===== config.mk =====
export PLATFORM = sky130hd
export DESIGN_NAME = digit_editor
export DESIGN_NICKNAME = d
export VERILOG_FILES = /design/src/rtl/digit_editor.sv
export SDC_FILE = /design/constraint.sdc
export NUM_CORES = 1
export LEC_CHECK = 0
export CAP_MARGIN = 20
export CORE_ASPECT_RATIO = 1.2
export CORE_MARGIN = 2
export CORE_UTILIZATION = 55
export DETAILED_ROUTE_END_ITERATION = 6
export PLACE_DENSITY_LB_ADDON = 0.3
export SETUP_SLACK_MARGIN = 0.2
export SYNTH_ARGS = -nofsm -noshare
export SYNTH_HDL_FRONTEND = slang
export SYNTH_SLANG_ARGS = --single-unit

===== constraint.sdc =====
create_clock -name clk -period 4.2 [get_ports clk]
set_input_delay 0.42 -clock clk [delete_from_list [all_inputs] [get_ports clk]]
set_output_delay 0.42 -clock clk [all_outputs]
set_load 0.1 [all_outputs]

===== src/rtl/digit_editor.sv =====
// Purpose: debounces five push-buttons and edits an 8-digit value with a blinking cursor; DIGIT_EDITOR_BCD_EN makes digits BCD.
// Latency: ld takes effect on the next edge; a raw button edge reaches digits/cursor after 2 + DB_CYCLES + 1 edges.
// Backpressure: none; one action per cycle by priority ld > clr > up > down > left > right, the rest are dropped.
module digit_editor #(
    parameter int DB_CYCLES = 100000,
    parameter int BLINK_DIV = 25000000
) (
    input  logic        clk,
    input  logic        rst,
    input  logic        btn_up,
    input  logic        btn_down,
    input  logic        btn_left,
    input  logic        btn_right,
    input  logic        btn_clr,
    input  logic        ld,
    input  logic [31:0] ld_data,
    output logic [31:0] digits,
    output logic [2:0]  cursor,
    output logic [7:0]  dp,
    output logic        changed
);
    localparam int DW = (DB_CYCLES > 1) ? $clog2(DB_CYCLES) : 1;
    localparam int BW = (BLINK_DIV > 1) ? $clog2(BLINK_DIV) : 1;
    localparam logic [DW-1:0] DB_LAST    = DW'(DB_CYCLES - 1);
    localparam logic [BW-1:0] BLINK_LAST = BW'(BLINK_DIV - 1);

    typedef enum logic [2:0] {
        ACT_NONE, ACT_LD, ACT_CLR, ACT_UP, ACT_DOWN, ACT_LEFT, ACT_RIGHT
    } act_t;

    // bit order: 4 clr, 3 up, 2 down, 1 left, 0 right
    logic [4:0]    raw, sync1, sync2, db, db_d, press;
    logic [DW-1:0] db_cnt [5];

    act_t          act;
    logic [3:0]    cur_dig;
    logic [31:0]   digits_nxt;
    logic [2:0]    cursor_nxt;
    logic          blink_rst;
    logic [BW-1:0] blink_cnt;
    logic          phase;

`ifdef DIGIT_EDITOR_BCD_EN
    function automatic logic [3:0] dig_sat(input logic [3:0] d);
        return (d > 4'd9) ? 4'd9 : d;
    endfunction
    function automatic logic [3:0] dig_inc(input logic [3:0] d);
        return (dig_sat(d) == 4'd9) ? 4'd0 : dig_sat(d) + 4'd1;
    endfunction
    function automatic logic [3:0] dig_dec(input logic [3:0] d);
        return (d == 4'd0) ? 4'd9 : dig_sat(d) - 4'd1;
    endfunction
    function automatic logic [31:0] load_val(input logic [31:0] v);
        logic [31:0] r;
        for (int i = 0; i < 8; i++) r[i*4 +: 4] = dig_sat(v[i*4 +: 4]);
        return r;
    endfunction
`else
    function automatic logic [3:0] dig_inc(input logic [3:0] d);
        return d + 4'd1;
    endfunction
    function automatic logic [3:0] dig_dec(input logic [3:0] d);
        return d - 4'd1;
    endfunction
    function automatic logic [31:0] load_val(input logic [31:0] v);
        return v;
    endfunction
`endif

    assign raw = {btn_clr, btn_up, btn_down, btn_left, btn_right};

    // The level only moves after DB_CYCLES consecutive samples disagree with it.
    always_ff @(posedge clk or negedge rst) begin
        if (!rst) begin
            sync1 <= '0;
            sync2 <= '0;
            db    <= '0;
            db_d  <= '0;
            for (int i = 0; i < 5; i++) db_cnt[i] <= '0;
        end else begin
            sync1 <= raw;
            sync2 <= sync1;
            db_d  <= db;
            for (int i = 0; i < 5; i++) begin
                if (sync2[i] == db[i]) begin
                    db_cnt[i] <= '0;
                end else if (db_cnt[i] == DB_LAST) begin
                    db[i]     <= sync2[i];
                    db_cnt[i] <= '0;
                end else begin
                    db_cnt[i] <= db_cnt[i] + 1'b1;
                end
            end
        end
    end

    assign press = db & ~db_d;

    always_comb begin
        act = ACT_NONE;
        if (ld)            act = ACT_LD;
        else if (press[4]) act = ACT_CLR;
        else if (press[3]) act = ACT_UP;
        else if (press[2]) act = ACT_DOWN;
        else if (press[1]) act = ACT_LEFT;
        else if (press[0]) act = ACT_RIGHT;
    end

    assign cur_dig = digits[{cursor, 2'b00} +: 4];

    always_comb begin
        digits_nxt = digits;
        cursor_nxt = cursor;
        blink_rst  = 1'b0;
        case (act)
            ACT_LD:    digits_nxt = load_val(ld_data);
            ACT_CLR: begin
                digits_nxt = '0;
                cursor_nxt = 3'd0;
                blink_rst  = 1'b1;
            end
            ACT_UP:    digits_nxt[{cursor, 2'b00} +: 4] = dig_inc(cur_dig);
            ACT_DOWN:  digits_nxt[{cursor, 2'b00} +: 4] = dig_dec(cur_dig);
            ACT_LEFT: begin
                cursor_nxt = cursor + 3'd1;
                blink_rst  = 1'b1;
            end
            ACT_RIGHT: begin
                cursor_nxt = cursor - 3'd1;
                blink_rst  = 1'b1;
            end
            default: ;
        endcase
    end

    // A cursor move restarts the blink in the lit phase so the new position shows at once.
    always_ff @(posedge clk or negedge rst) begin
        if (!rst) begin
            digits    <= '0;
            cursor    <= '0;
            changed   <= 1'b0;
            blink_cnt <= '0;
            phase     <= 1'b1;
        end else begin
            digits  <= digits_nxt;
            cursor  <= cursor_nxt;
            changed <= (digits_nxt != digits);
            if (blink_rst) begin
                blink_cnt <= '0;
                phase     <= 1'b1;
            end else if (blink_cnt == BLINK_LAST) begin
                blink_cnt <= '0;
                phase     <= ~phase;
            end else begin
                blink_cnt <= blink_cnt + 1'b1;
            end
        end
    end

    assign dp = phase ? (8'h01 << cursor) : 8'h00;

endmodule


=== Word-level counts from Yosys, hierarchy flattened ===
Index checks and enable logic that the tools add are counted.

* $add $sub $neg: 11
* $mul: 0
* Divide/modulo/power cells: 0
* Order comparisons: 0
* Equality and inequality tests: 18
* Shifts and indexed selects: 5
* Mux-type cells: 26
* Bitwise gates (word level): 8
* Reduce and logical (&&, ||, !) cells: 8

{| class="wikitable"
|+ Operators with widths
! kind !! number
|-
| $mux W17 || 10
|-
| $pmux W32 S4 || 1
|-
| $add A17 B1 Y17 const B || 5
|-
| $eq A17 B17 Y1 const B || 5
|-
| $bwmux W32 || 2
|-
| $shiftx A4 B7 Y32 || 2
|-
| $mux W25 || 2
|-
| $ne A32 B32 Y1 || 1
|-
| $shift A4 B7 Y32 const A || 1
|-
| $shiftx A32 B6 Y4 || 1
|-
| $add A25 B1 Y25 const B || 1
|-
| $eq A25 B25 Y1 const B || 1
|-
| $mux W3 || 6
|-
| $reduce_and A2 Y1 || 5
|-
| $eq A3 B3 Y1 const B || 3
|-
| $pmux W3 S3 || 1
|-
| $mux W8 || 1
|-
| $shl A1 B3 Y8 const A || 1
|-
| $neg A5 Y7 || 1
|-
| $eq A3 B2 Y1 const B || 2
|-
| $not A1 Y1 || 6
|-
| $and A5 B5 Y5 || 1
|-
| $eq A1 B1 Y1 || 5
|-
| $not A5 Y5 || 1
|-
| other kinds (9) || 11
|}

* Bits in registers: 167
* Latch bits: 0
* RAM bits: 0
* Bits in read-only memories: 0
* Input bits: 40
* Output and inout port bits: 44
* Word-level logic and storage cells: 94
* Memories kept: 0

=== Longest topological paths before layout ===
Gate-level depths: netlist of the first run.

* Depth in word-level cells: 12
* Mapped depth: 16
* Depth with buffers taken out: 13

=== Least setup slack after synthesis of the first run ===
No wires, ideal clock.

* Path type: register to register
* From: register cursor[0]
* To: register changed
* Arrival time: 4.358 ns
* Data required time: 4.071 ns
* Path slack: -0.286 ns
* Cell stages (with the launch flop): 13
* Buffers on the path: 1
* Cell sequence: dfrtp_1 -> buf_6 -> mux4_2 -> mux2i_1 -> ha_1 -> or3_1 -> a21o_1 -> o22ai_1 -> o32ai_1 -> or4_1 -> nor4_1 -> a31oi_1 -> a2111o_1

* Longest elaborated chain between the ends: 6
* Elaborated cells between the ends (all ways): 11

{| class="wikitable"
|+ RTL lines
! item !! RTL line !! RTL
|-
| start, declared || 18 || <nowiki>output logic [2:0] cursor,</nowiki>
|-
| start signal, assigned || 146 || <nowiki>cursor <= cursor_nxt;</nowiki>
|-
| $shiftx A32 B6 Y4 || 109 || <nowiki>assign cur_dig = digits[{cursor, 2'b00} +: 4];</nowiki>
|-
| $sub A4 B1 Y4 or $add A4 B1 Y4 (tied branches) || 63, 60 ||
|-
| $shiftx A4 B7 Y32, on equally long branches || 123, 122 ||
|-
| $bwmux W32, on equally long branches || 123, 122 ||
|-
| $pmux W32 S4 (*) || 115 || <nowiki>case (act)</nowiki>
|-
| $ne A32 B32 Y1 (*) || 147 || <nowiki>changed <= (digits_nxt != digits);</nowiki>
|-
| end signal, assigned || 147 ||
|-
| end, declared || 20 || <nowiki>output logic changed</nowiki>
|}

Every way passes the cells marked *; elsewhere a longest branch is shown, timed or not.
A chain may end at the register's enable or synchronous reset.

=== Worst setup path after layout of the first run ===
* From: register cursor[1]
* To: register changed

The elaborated chain is that of the path after synthesis.

==> results of run 1 <==
report_power, final:
part           leakage (nW)  switching [mW]  total, mW  internal (mW)
sequential             2.16           0.140       1.85           1.71
clock                 0.282           0.644       1.57          0.922
combinational          2.21           0.473      0.711          0.238
registers in the layout, indices dropped and copies added, names as in the netlist:
name and flops:
cursor 3, sync2 5, phase 1, blink_cnt 25, db_cnt 85, db_d 5, sync1 5, db 5
changed 1, digits 32
cell usage after synthesis (5+ instances only):
library cell  number  share of area (%)
o31ai_1            5               0.40
mux2_2            11                1.3
mux4_2             6                1.4
a21o_1             5               0.40
a21oi_1           38                2.0
and4_1             6               0.56
nand4_1           34                2.3
ha_1              14                1.9
inv_1             36                1.4
o21ai_0           26                1.4
and3_1            18                1.2
xnor2_1           39                3.6
a22oi_1            6               0.48
mux2i_1            5               0.53
a31oi_1            8               0.53
nor3_1            24                1.3
o22ai_1           13               0.86
nor4_1             9               0.60
clkbuf_1          27                1.1
nor2_1           176                7.0
xor2_1            67                6.2
nand3_1           55                2.9
nand2_1          115                4.6
o2111ai_1         10               0.93
nor2b_1           11               0.73
and2_1            11               0.73
dfrtp_1          166                 44
buf_2              5               0.27
nand2b_1          11               0.73
or3_1              5               0.33
o211ai_1           5               0.40
stage by stage:
stage,hold WS (ns),worst slack [ns]
after floorplan,0.124,0.212
after global placement,0.331,0.441
final,0.110,0.351
after global routing,0.194,0.204
after detailed placement,0.335,0.393
after CTS,0.162,0.381
per-layer routing:
layer	vias up	track usage [%]
met5	-	0
met4	0	18.9
met3	166	8.41
met2	413	46.5
met1	4019	38.3
li1	3874	-
worst paths after layout:
kind	startpoint	end	slack, ns	depth (start not counted)
min	rst	blink_cnt[21]	0.11	1
max	cursor[1]	changed	0.35	13
min in group clk	sync1[2]	sync2[2]	0.35	0
max reg2reg	cursor[1]	changed	0.35	13
max in group asynchronous	rst	digits[13]	3.20	2
min reg2reg	sync1[2]	sync2[2]	0.35	0
worst max-delay path: stages (launching register included):
cell       delay (ns)
dfrtp_4          0.58
or2_1            0.33
o22a_1           0.22
nand2_1          0.15
ha_1             0.26
buf_4            0.16
nand2_1          0.13
a21oi_1          0.11
a222oi_1         0.53
o2bb2ai_1        0.12
or4_1            0.44
nor4_2           0.26
a31oi_1          0.11
a2111o_1         0.29
repair_timing:
action / in CTS / in global routing
resized for setup: 0 / 3
setup endpoints to repair: 0 / 1
buffers inserted: 0 / 3
cell type report:
class / instances / area (sq um)
fill: 1382 / 5610
sequential: 167 / 4200
inverter: 37 / 139
tap: 216 / 270
clock buffer: 21 / 470
clock inverter: 10 / 119
multi-input combinational: 805 / 4970
timing repair buffer: 113 / 1060
cells by family (layout without fill, tap and decap cells):
group	count (synthesis)	after routing	synth area share, %
flops	167	167	44.3
fa+ha+maj	15	15	2.07
mux	23	23	3.44
xor+xnor	106	106	9.85
simple gates	495	495	24.8
buf+inv	73	181	3.21
compound gates	166	166	12.3
==> metrics.md, run 1 <==
| Metric | Value |
|---|---|
| Status | complete, no violations |
| N_diodes | 0 |
| Setup repair after global routing missed its margin | false |
| Total placed cells including tap cells | 1335 |
| Total GRT Usage | 30.5% |
| Setup Crit Path Kind | reg2reg |
| Via count | 8472 |
| TNS Setup | 0 ns |
| Port Buf Inserts | 83 |
| DRC violation count after routing | 0 |
| Final Hold Vio Count | 0 |
| Number of setup violations in the final report | 0 |
| Number of instances in the synthesized netlist | 1045 |
| Sequential share of the synthesized area | 44.3% |
| Die Span Y | 147 um |
| Std cell rows | 52 |
| Final Total Pwr | 4.13 mW |
| H-Tree Depth | 4 |
| CTS Buf Count | 17 |
| Uppermost metal layer occupied by signal nets | met4 |
| Data required time of the worst path | 4.51 ns |
| Post-CTS Hold Fix Bufs | 0 |
| Worst-path clk slew | 0.07 ns |
| Final net count | 1196 |
| Biggest fanout along the worst timing path | 17 |
| Top flip-flop cell by instance count after synthesis | dfrtp_1 |
| Starting Density | 55.9% |
| Post-synth net total | 1100 |
| Actual slew at the worst max-slew pin | 1.05 ns |
| Ratio of final minimum period to clock period | 91.6% |
| Gr ovfl total | 0 |
| Layout Cell Area excl Fill | 11200 sq um |
| Number of search-and-repair iterations in the first detailed-routing pass | 6 |
| Die X-Extent | 124 um |
| Core area | 16900 sq um |
| Clock latency on the worst-skew pair | 0.44 ns |
| Length of routed met2 wiring | 12.3 mm |
| Area post-placement | 10600 sq um |
| M1 wire length | 10.5 mm |
| Wire length of the first global-routing pass | 43.1 mm |
| Die Area | 18200 sq um |
| Number of global-route vias before repair | 8332 |
| Detail-routed via count per cell | 6.19 |
| Arrival time of data at the critical path endpoint | 4.16 ns |
| Count of antenna-violating nets left after detailed routing | 0 |
| Flip-flop and latch count after synthesis | 167 |
| Maximum clock insertion buffer count | 2 |
| Time the final worst path needs with I/O delays and setup | 3.85 ns |
| Setup crit end kind | register |
| Area Overhead vs Synth | 19.2% |
| Post-synthesis async set-or-reset flop share | 100% |
| Top-level I/O count | 84 |
| Clock tree from TritonCTS | yes |
| Post-Route WL | 26.8 mm |
| Leading cell type in the layout, fill and taps excluded | nor2_1 |
| CTS Root Buffer Type | clkbuf_16 |
| Power density over the cells | 368 nW/um^2 |
| Count of routing violations after the opening detailed-route iteration | 851 |
| Static leakage | 4.65 nW |
| Tightest slew margin relative to the limit | 29.8% |
| Count of different cell masters after synthesis | 77 |
| Min-Delay Path Class | in2async |
| Weighted congestion at the end of routability-driven global placement | 1.06 |
| Count of pins over their slew limit | 0 |
| Syn Std Cell Area | 9430 sq um |
| Post-layout utilization of the core | 66.7% |
| Share of layout cells above drive strength 1 | 9.71% |
| Length of routed met3 wiring | 2.14 mm |
| Layout Skew | 0.0101 ns |
| Mean cell area of the mapped netlist | 9.02 sq um |
| Routed wire per std cell | 19.6 um |
| Critical path startpoint category | register |
| Max-cap check violation count | 0 |
| Yosys warning count | 0 |
| Num Clock Sinks | 167 |
| Worst IR Drop VDD | 0.294 mV |
| Most frequent cells in the layout | 176 x nor2_1, 153 x dfrtp_1, 115 x nand2_1 |
| Total half-perimeter wirelength after legalization and detailed placement | 19.3 mm |
| Number of antenna violations at the first check in global routing | 0 |
| Maximum frequency from static timing analysis | 260 MHz |
| Maximum number of pins on one net before global-route repair | 105 |
| Final instance count without filler cells | 1369 |
| Number of enable flip-flop cells after synthesis | 0 |
(Power assumes the default switching activity.)
==> run 2, diff against run 1 <==
--- a/config.mk
+++ b/config.mk
@@ -11,6 +11,7 @@
 export CORE_UTILIZATION = 55
 export DETAILED_ROUTE_END_ITERATION = 6
 export PLACE_DENSITY_LB_ADDON = 0.3
+export REMOVE_ABC_BUFFERS = 1
 export SETUP_SLACK_MARGIN = 0.2
 export SYNTH_ARGS = -nofsm -noshare
 export SYNTH_HDL_FRONTEND = slang
==> run 2 against run 1 <==
  * Clock skew increased by 0.0023 ns
  * Largest cell class unchanged
  * Final area grew 0.11%
  * Via count fell by 0.20%
==> metrics.md, run 2 (synthesis results as in run 1) <==
| Metric | Value |
|---|---|
| Layout Cell Area excl Fill | 11200 sq um (+0.11%) |
| Status | complete, no violations |
| Ratio of final minimum period to clock period | 90.3% (-1.3 points) |
| Maximum number of pins on one net before global-route repair | 103 (-1.9%) |
| CTS Root Buffer Type | clkbuf_16 |
| Time the final worst path needs with I/O delays and setup | 3.79 ns (-0.0543 ns) |
| Worst IR Drop VDD | 0.271 mV (-7.7%) |
| Final net count | 1204 (+0.67%) |
| Number of global-route vias before repair | 8206 (-1.5%) |
| Storage cell area | 4180 sq um (-0.45%) |
| Total GRT Usage | 31.2% (+0.63 points) |
| N_diodes | 0 (unchanged) |
| Tightest slew margin relative to the limit | 28.5% (-1.3 points) |
| TNS Setup | 0 ns (unchanged) |
| Gr ovfl total | 0 (unchanged) |
| Crit path to | changed |
| Share of layout cells above drive strength 1 | 9.98% (+0.27 points) |
| Post-Place Worst Slack | 0.315 ns (-0.0783 ns) |
| Data required time of the worst path | 4.51 ns (about the same) |
| Count of routing violations after the opening detailed-route iteration | 780 (-8.3%) |
| Most frequent cells in the layout | 176 x nor2_1, 164 x dfrtp_1, 115 x nand2_1 |
| Met1 GRT Util | 40.5% (+2.1 points) |
| Biggest fanout along the worst timing path | 11 (-6) |
| Clock tree from TritonCTS | yes |
| Area Overhead vs Synth | 19.3% |
| Global route hottest layer | met2 |
| Beginning of the worst register-to-register path | cursor[0] |
| Arrival time of data at the critical path endpoint | 4.11 ns (-0.05 ns) |
| Weighted congestion at the end of routability-driven global placement | 1.07 (+0.59%) |
| GR met2 Demand/Resource | 48.5% (+2.0 points) |
| Die X-Extent | 124 um (unchanged) |
| Actual slew at the worst max-slew pin | 1.07 ns (+0.0194 ns) |
| Filler Cell Count | 1396 (+1.0%) |
| Met3 track utilization from global routing | 5.83% (-2.6 points) |
| Min-Delay Path Class | in2async |
| Cells on worst reg2reg path | 13 (unchanged) |
| Detail-routed via count per cell | 6.14 (-0.85%) |
| H-Tree Depth | 4 (unchanged) |
| Final Total Pwr | 4.14 mW (+0.20%) |
| Post-CTS Hold Fix Bufs | 0 (unchanged) |
| Setup Crit Path Kind | reg2reg |
| Cell-by-cell trace of the critical path | buf_4 > mux2i_2 > a22oi_2 > nand2_1 > ha_1 > or3_1 > a21oi_1 > a222oi_1 > buf_4 > a221o_1 > nor3_1 > nand4b_1 > a2111o_1 |
| Clock latency on the worst-skew pair | 0.43 ns (about the same) |
| Post-Route WL | 27.5 mm (+2.5%) |
| Maximum frequency from static timing analysis | 264 MHz (+1.4%) |
| Core area | 16900 sq um (unchanged) |
| Final Hold Vio Count | 0 (unchanged) |
| Leading cell type in the layout, fill and taps excluded | nor2_1 |
| Layout Skew | 0.0123 ns (+0.00226 ns) |
| Critical path startpoint category | register |
| Num Clock Sinks | 167 (unchanged) |
| Most frequent cell on the critical path | buf_4 |
| Power density over the cells | 368 nW/um^2 (about the same) |
| Number of search-and-repair iterations in the first detailed-routing pass | 5 (-1) |
| Critical-path top delay cell | dfrtp_2 |
| Total half-perimeter wirelength after legalization and detailed placement | 20.1 mm (+4.2%) |
| Port Buf Inserts | 83 (unchanged) |
| Worst-path clk slew | 0.07 ns (about the same) |
| Post-route setup slack | 0.406 ns (+0.0543 ns) |
| Slowest stage delay, CP | 0.47 ns (-0.11 ns) |
| End of the worst register-to-register path | changed |
| Die Span Y | 147 um (unchanged) |
| Launch point of the worst path | cursor[0] |
| Maximum clock insertion buffer count | 2 (unchanged) |
| Std cell rows | 52 (unchanged) |
| Top-level I/O count | 84 (unchanged) |
| Routed wire per std cell | 19.9 um (+1.8%) |
| Via count | 8455 (-0.20%) |
| Starting Density | 55.9% (unchanged) |
| Count of pins over their slew limit | 0 (unchanged) |
| DRC violation count after routing | 0 (unchanged) |
| Register bank with the most flops | db_cnt |
| Setup repair after global routing missed its margin | false |
| Static leakage | 4.73 nW (+1.6%) |
| Number of setup violations in the final report | 0 (unchanged) |
| Number of antenna violations at the first check in global routing | 0 (unchanged) |
| Largest register FFs | 85 (unchanged) |
| CTS Buf Count | 17 (unchanged) |
| Die Area | 18200 sq um (unchanged) |
| Slack of the worst reg-to-reg path | 0.41 ns (+0.05 ns) |
| Setup crit end kind | register |
| Area occupied by multi-input gates | 4970 sq um (about the same) |
| Count of antenna-violating nets left after detailed routing | 0 (unchanged) |
| Max-cap check violation count | 0 (unchanged) |
| Top flop regs | db_cnt (85), digits (32), blink_cnt (25) |
| Area post-placement | 10600 sq um (+0.12%) |
| Wire length of the first global-routing pass | 43.5 mm (+0.98%) |
## run 2: worst max-delay path: cells and delay by family, from the launching register on
kind | cells | cell delay, ns
AO/OA/AOI/OAI | 5 | 1.43
adder cells (fa/ha/maj) | 1 | 0.32
flip-flops | 1 | 0.47
multiplexers | 1 | 0.17
AND/OR/NAND/NOR | 4 | 0.89
buffers and inverters | 2 | 0.39
## run 2: cell type report
class                           count  area share, %
Clock buffer                       20           4.06
Inverter                           37           1.23
Clock inverter                     12           1.22
Tap cell                          216           2.40
Sequential cell                   167           37.2
Multi-Input combinational cell    805           44.2
Timing Repair Buffer              121           9.70
## run 2: power breakdown
group	switching, mW	internal, mW
clock	0.702	0.872
sequential	0.137	1.71
combinational	0.474	0.241
## run 2: timing repair
| action | 4_1_cts | 5_1_grt |
|---|---|---|
| setup endpoints to repair | 0 | 1 |
| gates resized for setup | 0 | 6 |
| buffers inserted | 0 | 1 |
## run 2: layer usage
layer	part of all wire, %	up-vias
met3	8.3	117
li1	-	3909
met5	0	-
met4	6.3	0
met1	40	4006
met2	46	423
## run 2: worst min path at each step
stage | end | slack (ns)
floorplan | blink_cnt[0] | 0.12
global route | blink_cnt[13] | 0.14
finish | blink_cnt[19] | 0.04
CTS | blink_cnt[19] | 0.12
global placement | sync2[3] | 0.33
detailed placement | sync2[4] | 0.33
## run 2: through the flow
stage | util, % | instances | hold slack, ns
finish | 66.8 | 1378 | 0.0426
global route | 66.8 | 1378 | 0.139
CTS | 66.6 | 1377 | 0.117
detailed placement | 63.0 | 1345 | 0.335
global placement | 63.0 | 1344 | 0.332
floorplan | - | 1009 | 0.124
==> run 3, diff against run 2 <==
--- a/config.mk
+++ b/config.mk
@@ -10,6 +10,7 @@
 export CORE_MARGIN = 2
 export CORE_UTILIZATION = 55
 export DETAILED_ROUTE_END_ITERATION = 6
+export MAX_ROUTING_LAYER = met4
 export PLACE_DENSITY_LB_ADDON = 0.3
 export REMOVE_ABC_BUFFERS = 1
 export SETUP_SLACK_MARGIN = 0.2
==> run 3 against run 2 <==
  * Sequential share of layout area grew 0.13 points
  * Sequential power hardly changed
  * Setup slack better by 0.040 ns
  * Critical endpoint unchanged
  * Global-route usage rose by 0.88 points
  * Maximum frequency up 1.1%
  * Cell count grew 0.15%
  * Final area decreased by 0.31%
  * Combinational power hardly changed
  * Clock power decreased by 5%
  * Clock skew is 0.0040 ns higher
  * Via count is 0.24% higher
==> metrics.md, run 3 (synthesis results as in run 1) <==
| Metric | Value |
|---|---|
| Status | complete, no violations |
| Number of buffer and inverter instances along the worst setup path | 1 (-1) |
| Share of layout cells above drive strength 1 | 9.89% (-0.095 points) |
| Data required time of the worst path | 4.50 ns (about the same) |
| Via count | 8475 (+0.24%) |
| Gr ovfl total | 0 (unchanged) |
| Final net count | 1206 (+0.17%) |
| Total placed cells including tap cells | 1346 (+0.074%) |
| Die Span Y | 147 um (unchanged) |
| Total GRT Usage | 32.1% (+0.88 points) |
| Biggest fanout along the worst timing path | 8 (-3) |
| Maximum frequency from static timing analysis | 266 MHz (+1.1%) |
| Worst-path clk slew | 0.07 ns (about the same) |
| Clock latency on the worst-skew pair | 0.44 ns (about the same) |
| Critical-path top delay cell | mux4_2 |
| H-Tree Depth | 4 (unchanged) |
| Register bank with the most flops | db_cnt |
| Tightest slew margin relative to the limit | 27.2% (-1.3 points) |
| Wire length of the first global-routing pass | 43.7 mm (+0.44%) |
| Setup Crit Path Kind | reg2reg |
| Most frequent cells in the layout | 176 x nor2_1, 163 x dfrtp_1, 114 x nand2_1 |
| CTS Buf Count | 17 (unchanged) |
| Setup crit end kind | register |
| Port Buf Inserts | 83 (unchanged) |
| Critical path startpoint category | register |
| Top-level I/O count | 84 (unchanged) |
| Slowest stage delay, CP | 0.53 ns (+0.06 ns) |
| Largest register FFs | 85 (unchanged) |
| Power density over the cells | 362 nW/um^2 (-1.6%) |
| Maximum clock insertion buffer count | 2 (unchanged) |
| Actual slew at the worst max-slew pin | 1.09 ns (+0.0202 ns) |
| Final Total Pwr | 4.06 mW (-2.0%) |
| Setup repair after global routing missed its margin | false |
| Max-cap check violation count | 0 (unchanged) |
| Static leakage | 4.70 nW (-0.62%) |
| Storage cell area | 4180 sq um (about the same) |
| Starting Density | 55.9% (unchanged) |
| Area occupied by multi-input gates | 4960 sq um (-0.25%) |
| Std cell rows | 52 (unchanged) |
| Time the final worst path needs with I/O delays and setup | 3.75 ns (-0.0404 ns) |
| Maximum number of pins on one net before global-route repair | 103 (unchanged) |
| Min-Delay Path Class | in2async |
| Cells on worst reg2reg path | 12 (-1) |
| Filler Cell Count | 1418 (+1.6%) |
| Number of search-and-repair iterations in the first detailed-routing pass | 7 (+2) |
| Arrival time of data at the critical path endpoint | 4.06 ns (-0.05 ns) |
| Kind of cell adding the most delay to the critical path | compound AO/OA/AOI/OAI gates |
| Die X-Extent | 124 um (unchanged) |
| TNS Setup | 0 ns (unchanged) |
| Die Area | 18200 sq um (unchanged) |
| CTS Root Buffer Type | clkbuf_16 |
| Count of pins over their slew limit | 0 (unchanged) |
| Count of antenna-violating nets left after detailed routing | 0 (unchanged) |
| Layout Skew | 0.0163 ns (+0.00397 ns) |
| DRC violation count after routing | 0 (unchanged) |
| Area Overhead vs Synth | 19.0% |
| Slack of the worst reg-to-reg path | 0.45 ns (+0.04 ns) |
| End of the worst register-to-register path | changed |
| Final Hold Vio Count | 0 (unchanged) |
| Worst IR Drop VDD | 0.260 mV (-4.1%) |
| Top flop regs | db_cnt (85), digits (32), blink_cnt (25) |
| Leading cell type in the layout, fill and taps excluded | nor2_1 |
| Beginning of the worst register-to-register path | cursor[0] |
| Post-CTS Hold Fix Bufs | 0 (unchanged) |
| Num Clock Sinks | 167 (unchanged) |
| Weighted congestion at the end of routability-driven global placement | 1.07 (+0.11%) |
| Total half-perimeter wirelength after legalization and detailed placement | 19.9 mm (-1.2%) |
| Core area | 16900 sq um (unchanged) |
| Clock tree from TritonCTS | yes |
| Post-Route WL | 27.1 mm (-1.2%) |
| Final instance count without filler cells | 1380 (+0.15%) |
| Number of setup violations in the final report | 0 (unchanged) |
| Routed wire per std cell | 19.7 um (-1.4%) |
| Cell-by-cell trace of the critical path | mux4_2 > mux2i_1 > ha_1 > buf_4 > nand2_1 > a21oi_1 > a222oi_1 > o2bb2ai_1 > or4_1 > nor4_2 > a31oi_1 > a2111o_1 |
| Count of routing violations after the opening detailed-route iteration | 866 (+11%) |
| Number of global-route vias before repair | 8268 (+0.76%) |
| Detail-routed via count per cell | 6.14 (about the same) |
| Number of antenna violations at the first check in global routing | 1 (+1) |
| Ratio of final minimum period to clock period | 89.4% (-0.96 points) |
## run 3: changes by cell type in the layout (fill, tap and decap cells not counted), sizes merged
cell | previous run | this run
buf | 47 | 48
clkbuf | 20 | 18
clkinv | 6 | 3
clkdlybuf4s50 | 74 | 75
clkinvlp | 0 | 4
diode | 0 | 1
## run 3: metal layers
metal	routed length, um	global-route usage, %	part of all wire [%]	vias to the layer above
li1	-	-	-	3901
met5	0	-	0	-
met3	2350	8.64	8.7	123
met4	1500	16.6	5.5	0
met1	10900	40.9	40	4056
met2	12400	46.6	46	395
## run 3: power breakdown
| part | total (mW) | leakage (nW) | switching (mW) | internal (mW) |
|---|---|---|---|---|
| registers | 1.85 | 2.18 | 0.138 | 1.71 |
| logic | 0.717 | 2.26 | 0.477 | 0.241 |
| clock network | 1.49 | 0.261 | 0.671 | 0.820 |
| total | 4.06 | 4.70 | 1.29 | 2.77 |
## run 3: worst max path at each step
stage | to | start | slack (ns) | cells after the start
6_report | changed | cursor[0] | 0.45 | 12
5_1_grt | changed | cursor[0] | 0.22 | 12
2_1_floorplan | changed | cursor[0] | -0.62 | 11
4_1_cts | changed | cursor[0] | 0.35 | 12
3_5_place_dp | changed | cursor[0] | 0.36 | 12
3_3_place_gp | changed | cursor[0] | 0.48 | 12
## run 3: area by class of cell
type                            instances  area share (%)
Antenna cell                            1          0.0223
Multi-Input combinational cell        805            44.2
Clock inverter                         13            1.08
Clock buffer                           18            3.83
Sequential cell                       167            37.3
Timing Repair Buffer                  123            9.89
Tap cell                              216            2.41
Inverter                               37            1.24
## run 3: through the flow
step / instance area, sq um / setup WS [ns] / utilization, % / hold WS, ns
floorplan: 9260 / -0.616 / - / 0.124
global placement: 10600 / 0.480 / 63.1 / 0.332
detailed placement: 10600 / 0.364 / 63.1 / 0.342
CTS: 11200 / 0.351 / 66.4 / 0.0967
global route: 11200 / 0.223 / 66.6 / 0.120
finish: 11200 / 0.446 / 66.6 / 0.0411
## run 3: timing repair
item                       in CTS  in global routing
setup endpoints to repair       0                  1
gates resized for setup         0                  5
setup buffers                   0                  2
